**config.mk**
```make
export PLATFORM = sky130hd
export DESIGN_NAME = snitch_icache_lookup_arb
export DESIGN_NICKNAME = d
export VERILOG_FILES = /design/src/rtl/snitch_icache_lookup_arb_pkg.sv /design/src/rtl/snitch_icache_lookup_arb_rr.sv /design/src/rtl/snitch_icache_lookup_arb.sv
export SDC_FILE = /design/constraint.sdc
export NUM_CORES = 1
export LEC_CHECK = 0
export ABC_AREA = 1
export CAP_MARGIN = 30
export CORE_AREA = 2 2 174 176
export DETAILED_ROUTE_END_ITERATION = 7
export DIE_AREA = 0 0 176 178
export PLACE_DENSITY = 0.41
export REMOVE_ABC_BUFFERS = 1
export SLEW_MARGIN = 20
export SYNTH_ARGS = -nofsm -noshare
export SYNTH_HDL_FRONTEND = slang
export SYNTH_SLANG_ARGS = --single-unit
```
**constraint.sdc**
```tcl
create_clock -name clk_i -period 4 [get_ports clk_i]
set_input_delay 0.4 -clock clk_i [delete_from_list [all_inputs] [get_ports clk_i]]
set_output_delay 0.4 -clock clk_i [all_outputs]
set_load 0.005 [all_outputs]
```
**src/rtl/snitch_icache_lookup_arb_pkg.sv**
```systemverilog
// Shared definitions for the lookup arbiter: flush FSM state encoding and
// a helper for the width of a port index.
package snitch_icache_lookup_arb_pkg;

    typedef logic [1:0] arb_state_t;

    localparam arb_state_t ArbIdle  = 2'd0;
    localparam arb_state_t ArbDrain = 2'd1;
    localparam arb_state_t ArbFlush = 2'd2;
    localparam arb_state_t ArbDone  = 2'd3;

    // A single port still needs one bit so that the {port, id} tag is well formed.
    function automatic int unsigned port_width(input int unsigned nr_ports);
        return (nr_ports > 1) ? $clog2(nr_ports) : 1;
    endfunction

endpackage

```
**src/rtl/snitch_icache_lookup_arb_rr.sv**
```systemverilog
// Round-robin arbiter with a lock-in grant.
// Picks the first requesting port at or after the pointer. Once valid_o is
// raised the grant is frozen until ready_i, even if enable_i drops meanwhile.
// Ports:
//   clk_i, rst_ni  clock, async active-low reset
//   req_i          per-port request
//   enable_i       allow a new (unlocked) grant
//   ready_i        downstream ready
//   valid_o        grant valid
//   idx_o          granted port index
module snitch_icache_lookup_arb_rr #(
    parameter int unsigned NrPorts = 2,
    parameter int unsigned IdxW    = 1
) (
    input  logic               clk_i,
    input  logic               rst_ni,
    input  logic [NrPorts-1:0] req_i,
    input  logic               enable_i,
    input  logic               ready_i,
    output logic               valid_o,
    output logic [IdxW-1:0]    idx_o
);

    logic [IdxW-1:0] ptr_q, ptr_d;
    logic [IdxW-1:0] lock_idx_q, lock_idx_d;
    logic            lock_q, lock_d;
    logic [IdxW-1:0] pick, cand;
    logic            found;

    always_comb begin
        pick  = ptr_q;
        cand  = ptr_q;
        found = 1'b0;
        for (int unsigned i = 0; i < NrPorts; i++) begin
            cand = IdxW'((32'(ptr_q) + i) % NrPorts);
            if (!found && req_i[cand]) begin
                pick  = cand;
                found = 1'b1;
            end
        end
    end

    always_comb begin
        valid_o    = lock_q | (enable_i & found);
        idx_o      = lock_q ? lock_idx_q : pick;
        lock_d     = valid_o & ~ready_i;
        lock_idx_d = idx_o;
        ptr_d      = ptr_q;
        if (valid_o && ready_i) begin
            ptr_d = (idx_o == IdxW'(NrPorts - 1)) ? '0 : idx_o + IdxW'(1);
        end
    end

    always_ff @(posedge clk_i or negedge rst_ni) begin
        if (!rst_ni) begin
            ptr_q      <= '0;
            lock_q     <= 1'b0;
            lock_idx_q <= '0;
        end else begin
            ptr_q      <= ptr_d;
            lock_q     <= lock_d;
            lock_idx_q <= lock_idx_d;
        end
    end

endmodule

```
**src/rtl/snitch_icache_lookup_arb.sv**
```systemverilog
// Shares one serial L1 lookup pipeline between NR_PORTS fetch requesters.
// Requests are arbitrated round-robin and tagged with the port index in the
// upper lookup-ID bits; responses are steered back by that tag. A flush stops
// intake, waits for the pipeline to empty, then hands one flush to the lookup.
// Ports:
//   flush_valid_i / flush_ready_o       system flush request / completion pulse
//   req_*_i, req_ready_o                per-port fetch requests (flattened)
//   rsp_*_o (broadcast), rsp_valid_o    responses, valid one-hot per port
//   lk_flush_valid_o / lk_flush_ready_i flush towards the lookup
//   lk_addr_o, lk_id_o, lk_valid_o      request towards the lookup
//   lk_*_i, lk_valid_i, lk_ready_o      response from the lookup
module snitch_icache_lookup_arb import snitch_icache_lookup_arb_pkg::*; #(
    parameter int unsigned NR_PORTS     = 2,
    parameter int unsigned FETCH_AW     = 32,
    parameter int unsigned ID_WIDTH     = 2,
    parameter int unsigned LINE_WIDTH   = 128,
    parameter int unsigned SET_ALIGN    = 1,
    parameter int unsigned MAX_INFLIGHT = 2,
    localparam int unsigned PortW       = port_width(NR_PORTS),
    localparam int unsigned LkIdW       = ID_WIDTH + PortW
) (
    input  logic                         clk_i,
    input  logic                         rst_ni,
    input  logic                         flush_valid_i,
    output logic                         flush_ready_o,
    input  logic [NR_PORTS*FETCH_AW-1:0] req_addr_i,
    input  logic [NR_PORTS*ID_WIDTH-1:0] req_id_i,
    input  logic [NR_PORTS-1:0]          req_valid_i,
    output logic [NR_PORTS-1:0]          req_ready_o,
    output logic [FETCH_AW-1:0]          rsp_addr_o,
    output logic [ID_WIDTH-1:0]          rsp_id_o,
    output logic [SET_ALIGN-1:0]         rsp_set_o,
    output logic                         rsp_hit_o,
    output logic [LINE_WIDTH-1:0]        rsp_data_o,
    output logic                         rsp_error_o,
    output logic [NR_PORTS-1:0]          rsp_valid_o,
    input  logic [NR_PORTS-1:0]          rsp_ready_i,
    output logic                         lk_flush_valid_o,
    input  logic                         lk_flush_ready_i,
    output logic [FETCH_AW-1:0]          lk_addr_o,
    output logic [LkIdW-1:0]             lk_id_o,
    output logic                         lk_valid_o,
    input  logic                         lk_ready_i,
    input  logic [FETCH_AW-1:0]          lk_addr_i,
    input  logic [LkIdW-1:0]             lk_id_i,
    input  logic [SET_ALIGN-1:0]         lk_set_i,
    input  logic                         lk_hit_i,
    input  logic [LINE_WIDTH-1:0]        lk_data_i,
    input  logic                         lk_error_i,
    input  logic                         lk_valid_i,
    output logic                         lk_ready_o
);

    localparam int unsigned CntW = $clog2(MAX_INFLIGHT + 1);

    typedef struct packed {
        logic [FETCH_AW-1:0] addr;
        logic [ID_WIDTH-1:0] id;
    } lookup_arb_req_t;

    lookup_arb_req_t req_pl [NR_PORTS];
    lookup_arb_req_t grant_pl;
    logic [PortW-1:0] grant_idx;
    logic             can_issue;
    logic             lock_next;
    logic             lk_hs, rsp_hs;

    arb_state_t       state_q, state_d;
    logic [CntW-1:0]  inflight_q, inflight_d;

    logic [PortW-1:0] rsp_port;
    logic             rsp_port_ok;

    // ---------------------------------------------------------------------
    // Request path
    // ---------------------------------------------------------------------
    always_comb begin
        for (int unsigned i = 0; i < NR_PORTS; i++) begin
            req_pl[i].addr = req_addr_i[i*FETCH_AW +: FETCH_AW];
            req_pl[i].id   = req_id_i[i*ID_WIDTH +: ID_WIDTH];
        end
    end

    assign can_issue = (state_q == ArbIdle) && (inflight_q < CntW'(MAX_INFLIGHT));

    snitch_icache_lookup_arb_rr #(
        .NrPorts ( NR_PORTS ),
        .IdxW    ( PortW    )
    ) i_rr (
        .clk_i    ( clk_i       ),
        .rst_ni   ( rst_ni      ),
        .req_i    ( req_valid_i ),
        .enable_i ( can_issue   ),
        .ready_i  ( lk_ready_i  ),
        .valid_o  ( lk_valid_o  ),
        .idx_o    ( grant_idx   )
    );

    assign grant_pl  = req_pl[grant_idx];
    assign lk_addr_o = grant_pl.addr;
    assign lk_id_o   = {grant_idx, grant_pl.id};
    assign lock_next = lk_valid_o & ~lk_ready_i;
    assign lk_hs     = lk_valid_o & lk_ready_i;

    always_comb begin
        req_ready_o = '0;
        if (lk_valid_o) req_ready_o[grant_idx] = lk_ready_i;
    end

    // ---------------------------------------------------------------------
    // Response path: combinational demux on the port tag
    // ---------------------------------------------------------------------
    assign rsp_port    = lk_id_i[LkIdW-1 -: PortW];
    assign rsp_addr_o  = lk_addr_i;
    assign rsp_id_o    = lk_id_i[ID_WIDTH-1:0];
    assign rsp_set_o   = lk_set_i;
    assign rsp_hit_o   = lk_hit_i;
    assign rsp_data_o  = lk_data_i;
    assign rsp_error_o = lk_error_i;

    always_comb begin
        rsp_valid_o = '0;
        rsp_port_ok = 1'b0;
        // An unknown tag is swallowed so the lookup never stalls on it.
        lk_ready_o  = 1'b1;
        for (int unsigned i = 0; i < NR_PORTS; i++) begin
            if (rsp_port == PortW'(i)) begin
                rsp_valid_o[i] = lk_valid_i;
                lk_ready_o     = rsp_ready_i[i];
                rsp_port_ok    = 1'b1;
            end
        end
    end

    assign rsp_hs = lk_valid_i & lk_ready_o;

    // ---------------------------------------------------------------------
    // In-flight counter
    // ---------------------------------------------------------------------
    always_comb begin
        inflight_d = inflight_q;
        if (lk_hs && !rsp_hs) begin
            inflight_d = inflight_q + CntW'(1);
        end else if (!lk_hs && rsp_hs && inflight_q != '0) begin
            inflight_d = inflight_q - CntW'(1);
        end
    end

    // ---------------------------------------------------------------------
    // Flush sequencing
    // ---------------------------------------------------------------------
    // DRAIN looks at next-state count/lock so the flush is issued the cycle
    // right after the last response retires.
    always_comb begin
        state_d = state_q;
        case (state_q)
            ArbIdle:  if (flush_valid_i) state_d = ArbDrain;
            ArbDrain: if (inflight_d == '0 && !lock_next) state_d = ArbFlush;
            ArbFlush: if (lk_flush_ready_i) state_d = ArbDone;
            ArbDone:  state_d = ArbIdle;
            default:  state_d = ArbIdle;
        endcase
    end

    assign lk_flush_valid_o = (state_q == ArbFlush);
    assign flush_ready_o    = (state_q == ArbDone);

    always_ff @(posedge clk_i or negedge rst_ni) begin
        if (!rst_ni) begin
            state_q    <= ArbIdle;
            inflight_q <= '0;
        end else begin
            state_q    <= state_d;
            inflight_q <= inflight_d;
        end
    end

    rsp_port_known: assert property (@(posedge clk_i) disable iff (!rst_ni)
        lk_valid_i |-> rsp_port_ok);

    no_underflow: assert property (@(posedge clk_i) disable iff (!rst_ni)
        rsp_hs |-> (inflight_q != '0));

endmodule

```
==> results_dict.tcl, run 1 <==
set metrics [dict create \
    r2r_end "state_q[0]" \
    start_util_pct 7.61 \
    cpMaxStageDelayCell "clkdlybuf4s50_1" \
    tightestPinTransition_ns 0.456 \
    cts_root_buf "clkbuf_16" \
    ys_seq_elements 7 \
    clockBufferDepth 2 \
    post_cts_buffers 0 \
    pre_cts_slack_ns 1.01 \
    setup_slack_ns 1.07 \
    cts_tree "built" \
    syn_avg_cell_area_um2 6.38 \
    rr_worst_depth 15 \
    status "completed" \
    setup_violations 0 \
    synth-compound-area-share_pct 1.90 \
    postCtsHoldBufs 0 \
    viasPerCell 2.94 \
    post_synth_fa_ha_maj_area_fraction_pct 3.35 \
    powerDensity_mw_per_mm2 467 \
    p_leak_nw 1.15 \
    num_vias 2044 \
    io_buffers 121 \
    max_stage_delay_ns 0.52 \
    die_h_um 178 \
    ant_nets 0 \
    syn_to_final_growth_pct 23.5 \
    final_nets 556 \
    diodes 0 \
    crit_path_max_fanout 34 \
    htreeDepth 1 \
    holdWs_ns 0.467 \
    grt_first_pass_wirelength_um 41200 \
    total_power_mw 1.29 \
    ioPinCount 452 \
    critPathBufInv 4 \
    startpoint_type "primary input" \
    overflow 0 \
    hold_class "primary input to async pin" \
    routedWlPerCell_um 54.4 \
    max-slew-margin-rel_pct 69.6 \
    hpwl_um 36600 \
    antenna_found_initial 0 \
    insertion_delay_ns 0.24 \
    maxCapViolCount 0 \
    yosysUniqueCellTypes 21 \
    grt_max_degree 39 \
    arrival_ns 2.53 \
    cts_resized 0 \
    vdd_drop_max_mv 0.156 \
    cts_buffers 3 \
    required_ns 3.60 \
    timing_worst_setup_path_type "primary input to output port" \
    max_freq_mhz 341 \
    grt_pass1_vias 1787 \
    r2r_start "state_q[0]" \
    fillers 3457 \
    end_kind "output port" \
    syn_area_mm2 0.00224 \
    slew_violations 0 \
    drcViolationCount 0 \
    r2r_slack_ns 2.08 \
    synth_top_family_by_area "buffers and inverters" \
    grt_usage_pct 23.3 \
    dr.pass1.iters 4 \
    rsz0062_at_grt "false" \
    synth_xor_area_share_pct 0 \
    clkTransAtPathRegs_ns 0.04 \
    cts.sinks 7 \
    postSynthCellCount 351 \
    hold_viol 0 \
    yosys.area_share.simple_pct 26.4 \
    first_iter_violations 111 \
    final.setup.tns_ns 0 \
    place_area_mm2 0.00269 \
    crit_family "buffers and inverters" \
    dieArea_mm2 0.0313 \
    seq_area_frac_synth_pct 7.83 \
    routed_wl_um 37800 \
    muxShareOfSynthArea_pct 0 \
    path_cells "clkdlybuf4s50_1 > nor2_1 > o21ai_0 > o21ai_4 > clkinv_1 > buf_4 > nand2_1 > nand2_1 > clkdlybuf4s50_1" \
    finalCriticalPeriod_ns 2.93 \
    drive_above_1_share_pct 6.56 \
    ys_warn_count 0 \
    final_area_mm2 0.00276 \
    gp_congestion 1.22 \
    die_width_um 176 \
    fp-row-count 63 \
    clock-skew-final_ns 0.00346 \
    period_share_pct 73.3 \
    core_area_mm2 0.0294 \
]
==> state kept, by name (all words and copies together) (netlist names) <==
| signal | cells |
|---|---|
| state_q | 2 |
| i_rr.lock_q | 1 |
| i_rr.lock_idx_q | 1 |
| i_rr.ptr_q | 1 |
| inflight_q | 2 |
==> cells in the final DEF, fill, tap and decap left out, drive strengths merged <==
master and n:
or2 1, nand4 1, buf 2, clkdlybuf4s50 121
inv 19, o22ai 1, dfrtp 7, ha 6
nand2 122, and2 1, nand3 7, a21oi 1
o21ai 4, nor2 7, clkinv 1, clkbuf 4
==> synthesized netlist by cell type <==
cell / number / area, µm²
a21oi_1: 1 / 5.00
and2_2: 1 / 7.51
buf_2: 5 / 25.0
buf_4: 166 / 1250
clkbuf_1: 2 / 7.51
clkinv_1: 1 / 3.75
dfrtp_1: 7 / 175
ha_1: 6 / 75.1
inv_1: 19 / 71.3
nand2_1: 113 / 424
nand2_2: 7 / 43.8
nand2_4: 2 / 22.5
nand3_1: 6 / 30.0
nand3_4: 1 / 17.5
nand4_1: 1 / 6.26
nor2_1: 6 / 22.5
nor2_4: 1 / 11.3
o21ai_0: 3 / 15.0
o21ai_4: 1 / 16.3
o22ai_1: 1 / 6.26
or2_2: 1 / 6.26
==> worst max path at each step <==
stage | depth (start not counted) | from | slack, ns | end
after global routing | 9 | req_valid_i[0] | 0.86 | lk_addr_o[2]
final | 9 | req_valid_i[0] | 1.07 | lk_addr_o[7]
after detailed placement | 9 | req_valid_i[0] | 1.01 | lk_addr_o[7]
after floorplan | 4 | i_rr.lock_q | -0.67 | req_ready_o[1]
after CTS | 9 | req_valid_i[0] | 1.02 | lk_addr_o[7]
after global placement | 9 | req_valid_i[0] | 1.02 | lk_addr_o[20]
==> logic make-up after synthesis <==
kind of cell / count (synthesis)
AOI/OAI and AO/OA: 6
DFF: 7
adders and majority gates: 6
buffers and inverters: 193
and+or+nand+nor: 139
==> cell type report <==
| cell class | instances | area [µm²] | share of cell area [%] |
|---|---|---|---|
| Clock buffer | 4 | 78.8 | 2.85 |
| Inverter | 20 | 75.1 | 2.72 |
| Sequential cell | 7 | 175 | 6.34 |
| Timing Repair Buffer | 123 | 1230 | 44.4 |
| Tap cell | 390 | 488 | 17.7 |
| Multi-Input combinational cell | 151 | 721 | 26.1 |
==> routing by layer <==
layer | global-route usage [%] | vias up | routed length (µm)
met4 | 4.30 | 2 | 799
met3 | 42.6 | 17 | 14700
met5 | 3.53 | - | 150
met1 | 4.14 | 747 | 2530
li1 | - | 788 | -
met2 | 43.9 | 490 | 19600
==> per-stage QoR <==
| stage | std cells | utilization, % |
|---|---|---|
| global route | 695 | 9.40 |
| detailed placement | 691 | 9.13 |
| floorplan | 178 | - |
| finish | 695 | 9.40 |
| CTS | 695 | 9.40 |
| global placement | 691 | 9.13 |
==> power by group <==
| part | total [mW] | switching (mW) | internal, mW |
|---|---|---|---|
| Combinational | 0.981 | 0.480 | 0.502 |
| Sequential | 0.131 | 0.0248 | 0.106 |
| Clock | 0.177 | 0.0439 | 0.133 |
| Total | 1.29 | 0.548 | 0.741 |
Note: power is estimated with default switching activity, not from simulation.
==> run 2, diff against run 1 <==
--- a/config.mk
+++ b/config.mk
@@ -7,10 +7,10 @@
 export LEC_CHECK = 0
 export ABC_AREA = 1
 export CAP_MARGIN = 30
-export CORE_AREA = 2 2 174 176
+export CORE_AREA = 2 2 173 175
 export DETAILED_ROUTE_END_ITERATION = 7
-export DIE_AREA = 0 0 176 178
-export PLACE_DENSITY = 0.41
+export DIE_AREA = 0 0 175 177
+export PLACE_DENSITY = 0.42
 export REMOVE_ABC_BUFFERS = 1
 export SLEW_MARGIN = 20
 export SYNTH_ARGS = -nofsm -noshare
==> constraint.sdc (replaced) <==
create_clock -name clk_i -period 2.9 [get_ports clk_i]
set_input_delay 0.29 -clock clk_i [delete_from_list [all_inputs] [get_ports clk_i]]
set_output_delay 0.29 -clock clk_i [all_outputs]
set_load 0.005 [all_outputs]
==> results_dict.tcl, run 2 (synthesized netlist as in run 1, its figures left out) <==
set metrics [dict create \
    grt_pass1_vias 1875 \
    top_regs "inflight_q x2, state_q x2" \
    timing_worst_setup_path_type "primary input to output port" \
    startpoint_type "primary input" \
    antenna_found_initial 0 \
    viasPerCell 2.99 \
    max-slew-margin-rel_pct 71.4 \
    max_freq_mhz 391 \
    clockBufferDepth 2 \
    slew_violations 0 \
    crit_cells 9 \
    path_cells "clkdlybuf4s50_1 > nor2_1 > o21ai_0 > o21ai_4 > clkinv_1 > buf_12 > nand2_1 > nand2_1 > clkdlybuf4s50_1" \
    final.setup.tns_ns 0 \
    crit_family "buffers and inverters" \
    fp-row-count 63 \
    post_cts_buffers 0 \
    tightestPinTransition_ns 0.427 \
    cts_tree "built" \
    fin_util_pct 9.52 \
    grt_max_degree 36 \
    powerDensity_mw_per_mm2 656 \
    required_ns 2.61 \
    first_iter_violations 122 \
    p_sw_share_pct 42.6 \
    dr.pass1.iters 4 \
    end_kind "output port" \
    ioPinCount 452 \
    switching_power_uw 778 \
    clkPwrFrac_pct 13.3 \
    finalCriticalPeriod_ns 2.56 \
    htreeDepth 1 \
    power.internal_mw 1.05 \
    cpMaxStageDelayCell "clkdlybuf4s50_1" \
    clock-skew-final_ns 0.00158 \
    critPathBufInv 4 \
    die_h_um 177 \
    drive_above_1_share_pct 6.86 \
    p_comb_share_pct 76.8 \
    max_stage_delay_ns 0.51 \
    status "completed" \
    diodes 0 \
    io_buffers 121 \
    drcViolationCount 0 \
    postCtsHoldBufs 0 \
    hold_viol 0 \
    crit_path_max_fanout 35 \
    rr_worst_depth 15 \
    overflow 0 \
    cts_buffers 3 \
    die_width_um 175 \
    maxCapViolCount 0 \
    hpwl_um 36300 \
    start_util_pct 7.65 \
    syn_to_final_growth_pct 24.4 \
    arrival_ns 2.27 \
    routedWlPerCell_um 54.0 \
    core_area_mm2 0.0292 \
    insertion_delay_ns 0.23 \
    p_leak_nw 1.16 \
    rsz0062_at_grt "false" \
    dieArea_mm2 0.0310 \
    ant_nets 0 \
    grt_usage_pct 23.4 \
    final_nets 557 \
    grt_first_pass_wirelength_um 41400 \
    fillers 3415 \
    routed_wl_um 37600 \
    r2r_slack_ns 0.98 \
    cts_resized 0 \
    period_share_pct 88.2 \
    final_common_cell "clkdlybuf4s50_1" \
    power.share.sequential_pct 10.0 \
    layout_common_cells "clkdlybuf4s50_1, nand2_1, inv_1, nand2_2, dfrtp_1" \
    hold_class "primary input to async pin" \
    clkTransAtPathRegs_ns 0.04 \
    cts_root_buf "clkbuf_16" \
    gp_congestion 1.24 \
    setup_violations 0 \
    vdd_drop_max_mv 0.184 \
    cts.sinks 7 \
    num_vias 2082 \
]
-- run 2: final cells by class --
type	count	area (µm²)	share of cell area [%]
well taps	390	488	17.5
inverters	20	75.1	2.70
clock buffers	4	78.8	2.83
flip-flops and latches	7	175	6.29
multi-input cells	151	721	25.9
repair buffers	124	1250	44.8
-- run 2: worst paths after layout --
path                           startpoint         endpoint
setup / recovery           req_valid_i[0]    lk_addr_o[14]
hold / removal                     rst_ni       i_rr.ptr_q
setup reg to reg               state_q[1]       state_q[0]
hold reg to reg                i_rr.ptr_q       i_rr.ptr_q
max in group asynchronous          rst_ni  i_rr.lock_idx_q
min in group clk_i             i_rr.ptr_q       i_rr.ptr_q
-- run 2: power by group through the flow --
stage / sequential [mW] / clock [mW] / combinational (mW)
4_1_cts: 0.183 / 0.247 / 1.44
6_report: 0.182 / 0.242 / 1.40
2_1_floorplan: 0.171 / 0 / 0.612
3_3_place_gp: 0.185 / 0 / 1.44
3_5_place_dp: 0.183 / 0 / 1.43
5_1_grt: 0.186 / 0.249 / 1.55
-- run 2: layer usage --
metal | global-route usage (%) | vias to the layer above | part of all wire [%]
met5 | 3.04 | - | 0.29
met4 | 2.67 | 4 | 1.8
met3 | 41.6 | 18 | 37
met2 | 43.8 | 506 | 51
met1 | 5.76 | 760 | 9.3
li1 | - | 794 | -
-- run 2: through the flow --
step | hold slack [ns] | setup slack, ns | std cells | area (µm²) | power (mW)
floorplan | -0.00559 | -1.66 | 178 | 960 | 0.783
global placement | 0.509 | 0.300 | 692 | 2710 | 1.63
detailed placement | 0.512 | 0.303 | 692 | 2710 | 1.61
CTS | 0.378 | 0.300 | 696 | 2780 | 1.87
global route | 0.389 | 0.146 | 696 | 2780 | 1.99
finish | 0.367 | 0.341 | 696 | 2780 | 1.83
==> run 3, diff against run 2 <==
--- a/config.mk
+++ b/config.mk
@@ -11,6 +11,7 @@
 export DETAILED_ROUTE_END_ITERATION = 7
 export DIE_AREA = 0 0 175 177
 export PLACE_DENSITY = 0.42
+export RECOVER_POWER = 50
 export REMOVE_ABC_BUFFERS = 1
 export SLEW_MARGIN = 20
 export SYNTH_ARGS = -nofsm -noshare
==> results of run 3 <==
Same layout as run 2: the final DEF is identical, and so are final timing and power.
